<file path="src/rtl/xcache_rr_sched.sv">
// Round-robin scheduler that shares one xcache port among RV_NUM requesters.
// Reads in flight are tagged in an in-order FIFO so responses reach the issuer.

module xcache_rr_lane #(
  parameter int DATA_WIDTH = 32
) (
  input  logic                  clk,
  input  logic                  rstn,
  input  logic                  set_pend,
  input  logic                  pop_hit,
  input  logic [DATA_WIDTH-1:0] mem_do,
  output logic                  pend,
  output logic                  rv_valid,
  output logic [DATA_WIDTH-1:0] rv_rdata
);
  logic                  pend_q, pend_d;
  logic                  valid_q, valid_d;
  logic [DATA_WIDTH-1:0] rdata_q, rdata_d;

  // A lane cannot be pushed and popped together (pending blocks reads), set wins anyway.
  always_comb begin
    pend_d  = pend_q;
    if (pop_hit)  pend_d = 1'b0;
    if (set_pend) pend_d = 1'b1;
    valid_d = pop_hit;
    rdata_d = pop_hit ? mem_do : rdata_q;
  end

  always_ff @(posedge clk or negedge rstn) begin
    if (!rstn) begin
      pend_q  <= 1'b0;
      valid_q <= 1'b0;
      rdata_q <= '0;
    end else begin
      pend_q  <= pend_d;
      valid_q <= valid_d;
      rdata_q <= rdata_d;
    end
  end

  assign pend     = pend_q;
  assign rv_valid = valid_q;
  assign rv_rdata = rdata_q;
endmodule

module xcache_rr_sched #(
  parameter int RV_NUM      = 4,
  parameter int ADDR_WIDTH  = 32,
  parameter int DATA_WIDTH  = 32,
  parameter int MAX_OUT     = 2,
  parameter int RV_IDX_BITS = (RV_NUM == 1) ? 1 : $clog2(RV_NUM),
  parameter int CNT_BITS    = $clog2(MAX_OUT + 1)
) (
  input  logic                                 clk,
  input  logic                                 rstn,
  input  logic [RV_NUM-1:0][7:0]               rv_part,
  input  logic [RV_NUM-1:0]                    rv_re,
  input  logic [RV_NUM-1:0][3:0]               rv_we,
  input  logic [RV_NUM-1:0][ADDR_WIDTH-1:0]    rv_addr,
  input  logic [RV_NUM-1:0][DATA_WIDTH-1:0]    rv_wdata,
  output logic [RV_NUM-1:0]                    rv_ready,
  output logic [RV_NUM-1:0]                    rv_valid,
  output logic [RV_NUM-1:0][DATA_WIDTH-1:0]    rv_rdata,
  input  logic                                 mem_rdy,
  output logic [7:0]                           mem_part,
  output logic                                 mem_re,
  output logic [3:0]                           mem_we,
  output logic [ADDR_WIDTH-1:0]                mem_ad,
  output logic [DATA_WIDTH-1:0]                mem_di,
  input  logic [DATA_WIDTH-1:0]                mem_do,
  input  logic                                 mem_do_vld,
  output logic [CNT_BITS-1:0]                  out_cnt,
  output logic                                 err_unexp_rsp
);
  localparam int PTR_W  = (MAX_OUT == 1) ? 1 : $clog2(MAX_OUT);
  localparam int FIFO_D = 1 << PTR_W;
  localparam int IW     = RV_IDX_BITS + 1;

  logic [RV_IDX_BITS-1:0]              rr_ptr_q, rr_ptr_d, gnt, head_idx;
  logic [PTR_W-1:0]                    head_q, head_d, tail_q, tail_d;
  logic [FIFO_D-1:0][RV_IDX_BITS-1:0]  tag_q, tag_d;
  logic [CNT_BITS-1:0]                 out_cnt_q, out_cnt_d;
  logic                                err_q, err_d;
  logic [RV_NUM-1:0]                   req, elig, pend, set_pend, pop_hit;
  logic [IW-1:0]                       idx, nxt;
  logic                                gnt_vld, gnt_re, fifo_full, accept, rd_acc, pop;

  // Eligibility and rotating-priority grant starting at rr_ptr.
  always_comb begin
    fifo_full = (out_cnt_q == CNT_BITS'(MAX_OUT));
    for (int i = 0; i < RV_NUM; i++) begin
      req[i]  = rv_re[i] | (rv_we[i] != 4'h0);
      elig[i] = req[i] & ~pend[i] & ~(rv_re[i] & fifo_full);
    end
    gnt     = '0;
    gnt_vld = 1'b0;
    idx     = '0;
    for (int k = 0; k < RV_NUM; k++) begin
      idx = {1'b0, rr_ptr_q} + IW'(k);
      if (idx >= IW'(RV_NUM)) idx = idx - IW'(RV_NUM);
      if (!gnt_vld && elig[idx[RV_IDX_BITS-1:0]]) begin
        gnt_vld = 1'b1;
        gnt     = idx[RV_IDX_BITS-1:0];
      end
    end
  end

  always_comb begin
    gnt_re   = rv_re[gnt];
    mem_part = rv_part[gnt];
    mem_ad   = rv_addr[gnt];
    mem_di   = rv_wdata[gnt];
    mem_re   = gnt_vld & gnt_re;
    mem_we   = (gnt_vld & ~gnt_re) ? rv_we[gnt] : 4'h0;
    accept   = gnt_vld & mem_rdy;
    rd_acc   = accept & gnt_re;
    pop      = mem_do_vld & (out_cnt_q != '0);
    head_idx = tag_q[head_q];
    rv_ready = '0;
    if (accept) rv_ready[gnt] = 1'b1;
    for (int i = 0; i < RV_NUM; i++) begin
      set_pend[i] = rd_acc & (gnt == RV_IDX_BITS'(i));
      pop_hit[i]  = pop & (head_idx == RV_IDX_BITS'(i));
    end
  end

  always_comb begin
    rr_ptr_d  = rr_ptr_q;
    nxt       = {1'b0, gnt} + IW'(1);
    if (nxt >= IW'(RV_NUM)) nxt = nxt - IW'(RV_NUM);
    if (accept) rr_ptr_d = nxt[RV_IDX_BITS-1:0];
    tag_d     = tag_q;
    tail_d    = tail_q;
    head_d    = head_q;
    out_cnt_d = out_cnt_q;
    if (rd_acc) begin
      tag_d[tail_q] = gnt;
      tail_d        = tail_q + 1'b1;
    end
    if (pop) head_d = head_q + 1'b1;
    case ({rd_acc, pop})
      2'b10:   out_cnt_d = out_cnt_q + 1'b1;
      2'b01:   out_cnt_d = out_cnt_q - 1'b1;
      default: out_cnt_d = out_cnt_q;
    endcase
    // A response with nothing outstanding is dropped and latched as an error.
    err_d = err_q | (mem_do_vld & ~pop);
  end

  always_ff @(posedge clk or negedge rstn) begin
    if (!rstn) begin
      rr_ptr_q  <= '0;
      head_q    <= '0;
      tail_q    <= '0;
      tag_q     <= '0;
      out_cnt_q <= '0;
      err_q     <= 1'b0;
    end else begin
      rr_ptr_q  <= rr_ptr_d;
      head_q    <= head_d;
      tail_q    <= tail_d;
      tag_q     <= tag_d;
      out_cnt_q <= out_cnt_d;
      err_q     <= err_d;
    end
  end

  genvar gi;
  generate
    for (gi = 0; gi < RV_NUM; gi++) begin : g_lane
      xcache_rr_lane #(.DATA_WIDTH(DATA_WIDTH)) u_lane (
        .clk      (clk),
        .rstn     (rstn),
        .set_pend (set_pend[gi]),
        .pop_hit  (pop_hit[gi]),
        .mem_do   (mem_do),
        .pend     (pend[gi]),
        .rv_valid (rv_valid[gi]),
        .rv_rdata (rv_rdata[gi])
      );
    end
  endgenerate

  assign out_cnt       = out_cnt_q;
  assign err_unexp_rsp = err_q;
endmodule

</file>
<file path="config.mk">
export PLATFORM = sky130hd
export DESIGN_NAME = xcache_rr_sched
export DESIGN_NICKNAME = d
export VERILOG_FILES = /design/src/rtl/xcache_rr_sched.sv
export SDC_FILE = /design/constraint.sdc
export NUM_CORES = 1
export LEC_CHECK = 0
export BUFFER_PORTS_ARGS = -buffer_cell sky130_fd_sc_hd__buf_4
export CAP_MARGIN = 40
export CELL_PAD_IN_SITES_DETAIL_PLACEMENT = 0
export CELL_PAD_IN_SITES_GLOBAL_PLACEMENT = 1
export CORE_AREA = 2 2 215 217
export CTS_CLUSTER_SIZE = 14
export DETAILED_ROUTE_END_ITERATION = 10
export DIE_AREA = 0 0 217 219
export GPL_TIMING_DRIVEN = 1
export PLACE_DENSITY_LB_ADDON = 0.2
export REMOVE_ABC_BUFFERS = 1
export SLEW_MARGIN = 20
export SYNTH_ARGS = -nofsm -noshare
export SYNTH_HDL_FRONTEND = slang
export SYNTH_SLANG_ARGS = --single-unit
</file>
<file path="constraint.sdc">
create_clock -name clk -period 5.8 [get_ports clk]
set_input_delay 1.16 -clock clk [delete_from_list [all_inputs] [get_ports clk]]
set_output_delay 1.16 -clock clk [all_outputs]
set_load 0.02 [all_outputs]
</file>
==> reports/qor.csv <==
stage;metric;value;unit
run_status;status;complete, no violations;
timing;hold_ws;475;ps
cts;Bufs on Longest Clock Path;2;
detailed_routing;Post-route DRC;0;
min_path;worst min path class;reg -> reg;
timing;PnR worst setup slack;455;ps
synthesis;Post-synth EDFFs;0;
detailed_routing;first drt pass iteration count;5;
placed_design;detailed placer's ending HPWL;32.2;mm
timing;maximum clock frequency;187;MHz
power;Pwr Density;777;nW/um2
synthesis;cell accounting for the most synthesized area;dfrtp_1;
global_routing;grt met1 use;18.4;%
cts;post-CTS setup buffer count;0;
detailed_routing;routed len/inst;19.9;um
timing;# setup viols final;0;
job;MaxCap Viol Count;0;
global_routing;met2 Use GR;30.1;%
cts;# hold bufs at CTS;0;
cells_and_area;P&R area growth vs syn;64.6;%
detailed_routing;Post-Route WL;42.0;mm
timing;Clock Skew;7.94;ps
cells_and_area;Final Util;30.7;%
cts;TritonCTS buffer count;17;
cts;CTS root buf;clkbuf_16;
detailed_routing;via count;9081;
cells_and_area;# fillers;4901;
cts;clock latency at the later pin of the worst-skew pair;440;ps
worst_setup_path;Worst EP required;4640;ps
power;peak supply drop;372;uV
worst_setup_path;CP Capture Type;output pin;
synthesis;Synth Cell Area;8400;um2
timing;Final Hold Fails;0;
floorplanning;I/O pins;560;
synthesis;Avg Cell Area, Syn;8.68;um2
global_routing;initial antenna violation count;5;
global_routing;GRT Max-Usage Layer;met2;
floorplanning;row count;78;
synthesis;Cell variety after synth;58;
power;P_leak;6.97;nW
timing;Worst Tran Pin Value;721;ps
detailed_routing;DRT iter0 DRCs;353;
global_routing;total grt overflow;0;
cts;CTS H-Tree Depth;4;
worst_setup_path;WP data arrival;4180;ps
synthesis;Ys Warns;0;
synthesis;Most used DFF post-synth;dfrtp_1;
timing;Slew headroom;51.6;%
cells_and_area;Total Nets Final;1835;
timing;min cycle time layout;5340;ps
timing;period utilization;92.2;%
floorplanning;Die Area;47500;um2
floorplanning;overall die height;219;um
global_routing;vias in the first global route;9052;
power;Power Total;10.7;mW
placed_design;worst slack at placement;338;ps
global_routing;gr usage total;17.0;%
floorplanning;Initial Util;18.6;%
placed_design;port bufs;559;
synthesis;asr flop ratio synth;100;%
cts;post-cts gate resize count;0;
detailed_routing;Final ANT Viol Nets;0;
cells_and_area;layout cells sized above 1;48.4;%
global_routing;met3 GRT Util;6.46;%
cts;Clk pin slew, worst setup/hold paths;60;ps
cts;CTS Sinks;147;
synthesis;Synth Register Bits;147;
worst_setup_path;Setup crit start kind;primary input;
worst_setup_path;Max Fanout on Critical Path;33;
placed_design;gpl congestion;0.847;
timing;RSZ-0062 raised after global routing;no;
synthesis;cells after synthesis;968;
synthesis;ranking of synthesized cells by area;dfrtp_1, nand2_1, mux2_2;
global_routing;largest net degree at the start of global routing;145;
worst_setup_path;Setup CP Type;in -> out;
synthesis;top-area cell type share of the netlist area;43.8;%
cts;CTS tree;built;
detailed_routing;drt via density;4.31;
timing;setup TNS;0;ps
synthesis;sequential share of the synthesized area;43.8;%
timing;Final Max Tran Viols;0;
floorplanning;die width;217;um
floorplanning;core area;45100;um2
global_routing;first-pass GRT wire length;59.8;mm
## placed cells by master, fill, tap and decap left out, types with 3 or more instances in the layout
cell type / n
a22o_1: 3
nor2_1: 6
clkinv_2: 4
and2_1: 5
o21ai_0: 3
clkbuf_16: 17
dfrtp_1: 147
a31oi_1: 72
diode_2: 6
ha_1: 5
inv_6: 3
buf_4: 566
xnor2_1: 4
clkinvlp_4: 3
mux2_2: 96
inv_1: 12
nor3_1: 4
a2111oi_2: 4
a221o_1: 3
buf_12: 4
mux2i_1: 4
nand2_1: 395
a211oi_1: 3
and3_1: 77
## path summary, 6_finish.rpt
path | startpoint | endpoint | slack (ps) | cells past startpoint
setup reg to reg | out_cnt[1] | g_lane[0].u_lane.pend | 2570 | 9
min in group asynchronous | rstn | g_lane[2].u_lane.rv_rdata[31] | 650 | 1
hold reg to reg | g_lane[0].u_lane.rv_rdata[8] | g_lane[0].u_lane.rv_rdata[8] | 470 | 2
setup / recovery | rv_we[9] | mem_we[2] | 460 | 10
hold / removal | g_lane[0].u_lane.rv_rdata[8] | g_lane[0].u_lane.rv_rdata[8] | 470 | 2
max in group asynchronous | rstn | g_lane[0].u_lane.rv_rdata[3] | 3890 | 3
## worst max-delay path, cell delays in order
cell       delay (ps)
buf_4             120
or4_4             600
o2111ai_1         290
a21oi_2           120
nor3_4            430
inv_4             300
a21o_1            260
mux2_4            330
a2111oi_2         320
buf_4             240
## cells in the mapped netlist, types with 2 or more instances
| master | count |
|---|---|
| nand2_1 | 395 |
| dfrtp_1 | 147 |
| mux2_2 | 96 |
| and3_1 | 77 |
| a31oi_1 | 72 |
| clkbuf_1 | 35 |
| buf_2 | 22 |
| inv_1 | 12 |
| buf_1 | 10 |
| nor2_1 | 8 |
| and2_1 | 6 |
| buf_4 | 5 |
| ha_1 | 5 |
| a2111oi_2 | 4 |
| mux2i_1 | 4 |
| nor3_1 | 4 |
| xnor2_1 | 4 |
| a211oi_1 | 3 |
| a221o_1 | 3 |
| a22o_1 | 3 |
| o21ai_0 | 3 |
| a2111o_1 | 2 |
| a2111oi_0 | 2 |
| a21o_1 | 2 |
| a21oi_1 | 2 |
| a21oi_2 | 2 |
| inv_2 | 2 |
| mux2_4 | 2 |
| nand3_1 | 2 |
| nand3b_1 | 2 |
| o2111ai_1 | 2 |
| o21ai_1 | 2 |
| o2bb2ai_1 | 2 |
| o31ai_1 | 2 |
## final cells by class
class,count,area [um2],share of cell area [%]
diodes,6,15.0,0.109
clock buffers,20,447,3.23
clock inverters,12,129,0.932
inverters,14,55.1,0.398
multi-input cells,734,4380,31.7
flip-flops and latches,147,3680,26.6
well taps,600,751,5.43
repair buffers,572,4370,31.6
## per-layer routing
| layer | up-vias | part of all wire, % | routed length (um) |
|---|---|---|---|
| met5 | - | 0 | 0 |
| met4 | 0 | 2.6 | 1090 |
| met3 | 42 | 9.4 | 3960 |
| met2 | 341 | 51 | 21300 |
| met1 | 4351 | 37 | 15600 |
| li1 | 4347 | - | - |
## cell families after synthesis
logic type | Yosys count | synth area share (%)
AND/OR/NAND/NOR | 506 | 26.2
flip-flops | 147 | 43.8
AO/OA/AOI/OAI | 116 | 10.5
multiplexers | 102 | 13.7
buffers and inverters | 87 | 4.53
XOR/XNOR | 5 | 0.521
adder cells (fa/ha/maj) | 5 | 0.745
## power breakdown
part	switching (mW)	internal, mW
registers	0.315	1.54
clock network	0.453	0.645
logic	4.71	3.09
total	5.47	5.27
## sequential cells by signal (all words and copies together) (netlist names)
name	cells
g_lane.u_lane.rv_rdata	128
g_lane.u_lane.pend	4
g_lane.u_lane.rv_valid	4
tag_q	4
out_cnt	2
rr_ptr_q	2
err_unexp_rsp	1
head_q	1
tail_q	1
## through the flow
step | instances | cell area, um2
global route | 2103 | 13800
detailed placement | 2067 | 13200
global placement | 2066 | 13200
floorplan | 895 | 8070
CTS | 2099 | 13800
finish | 2105 | 13800
No activity file was read; power rests on OpenSTA's default activity.
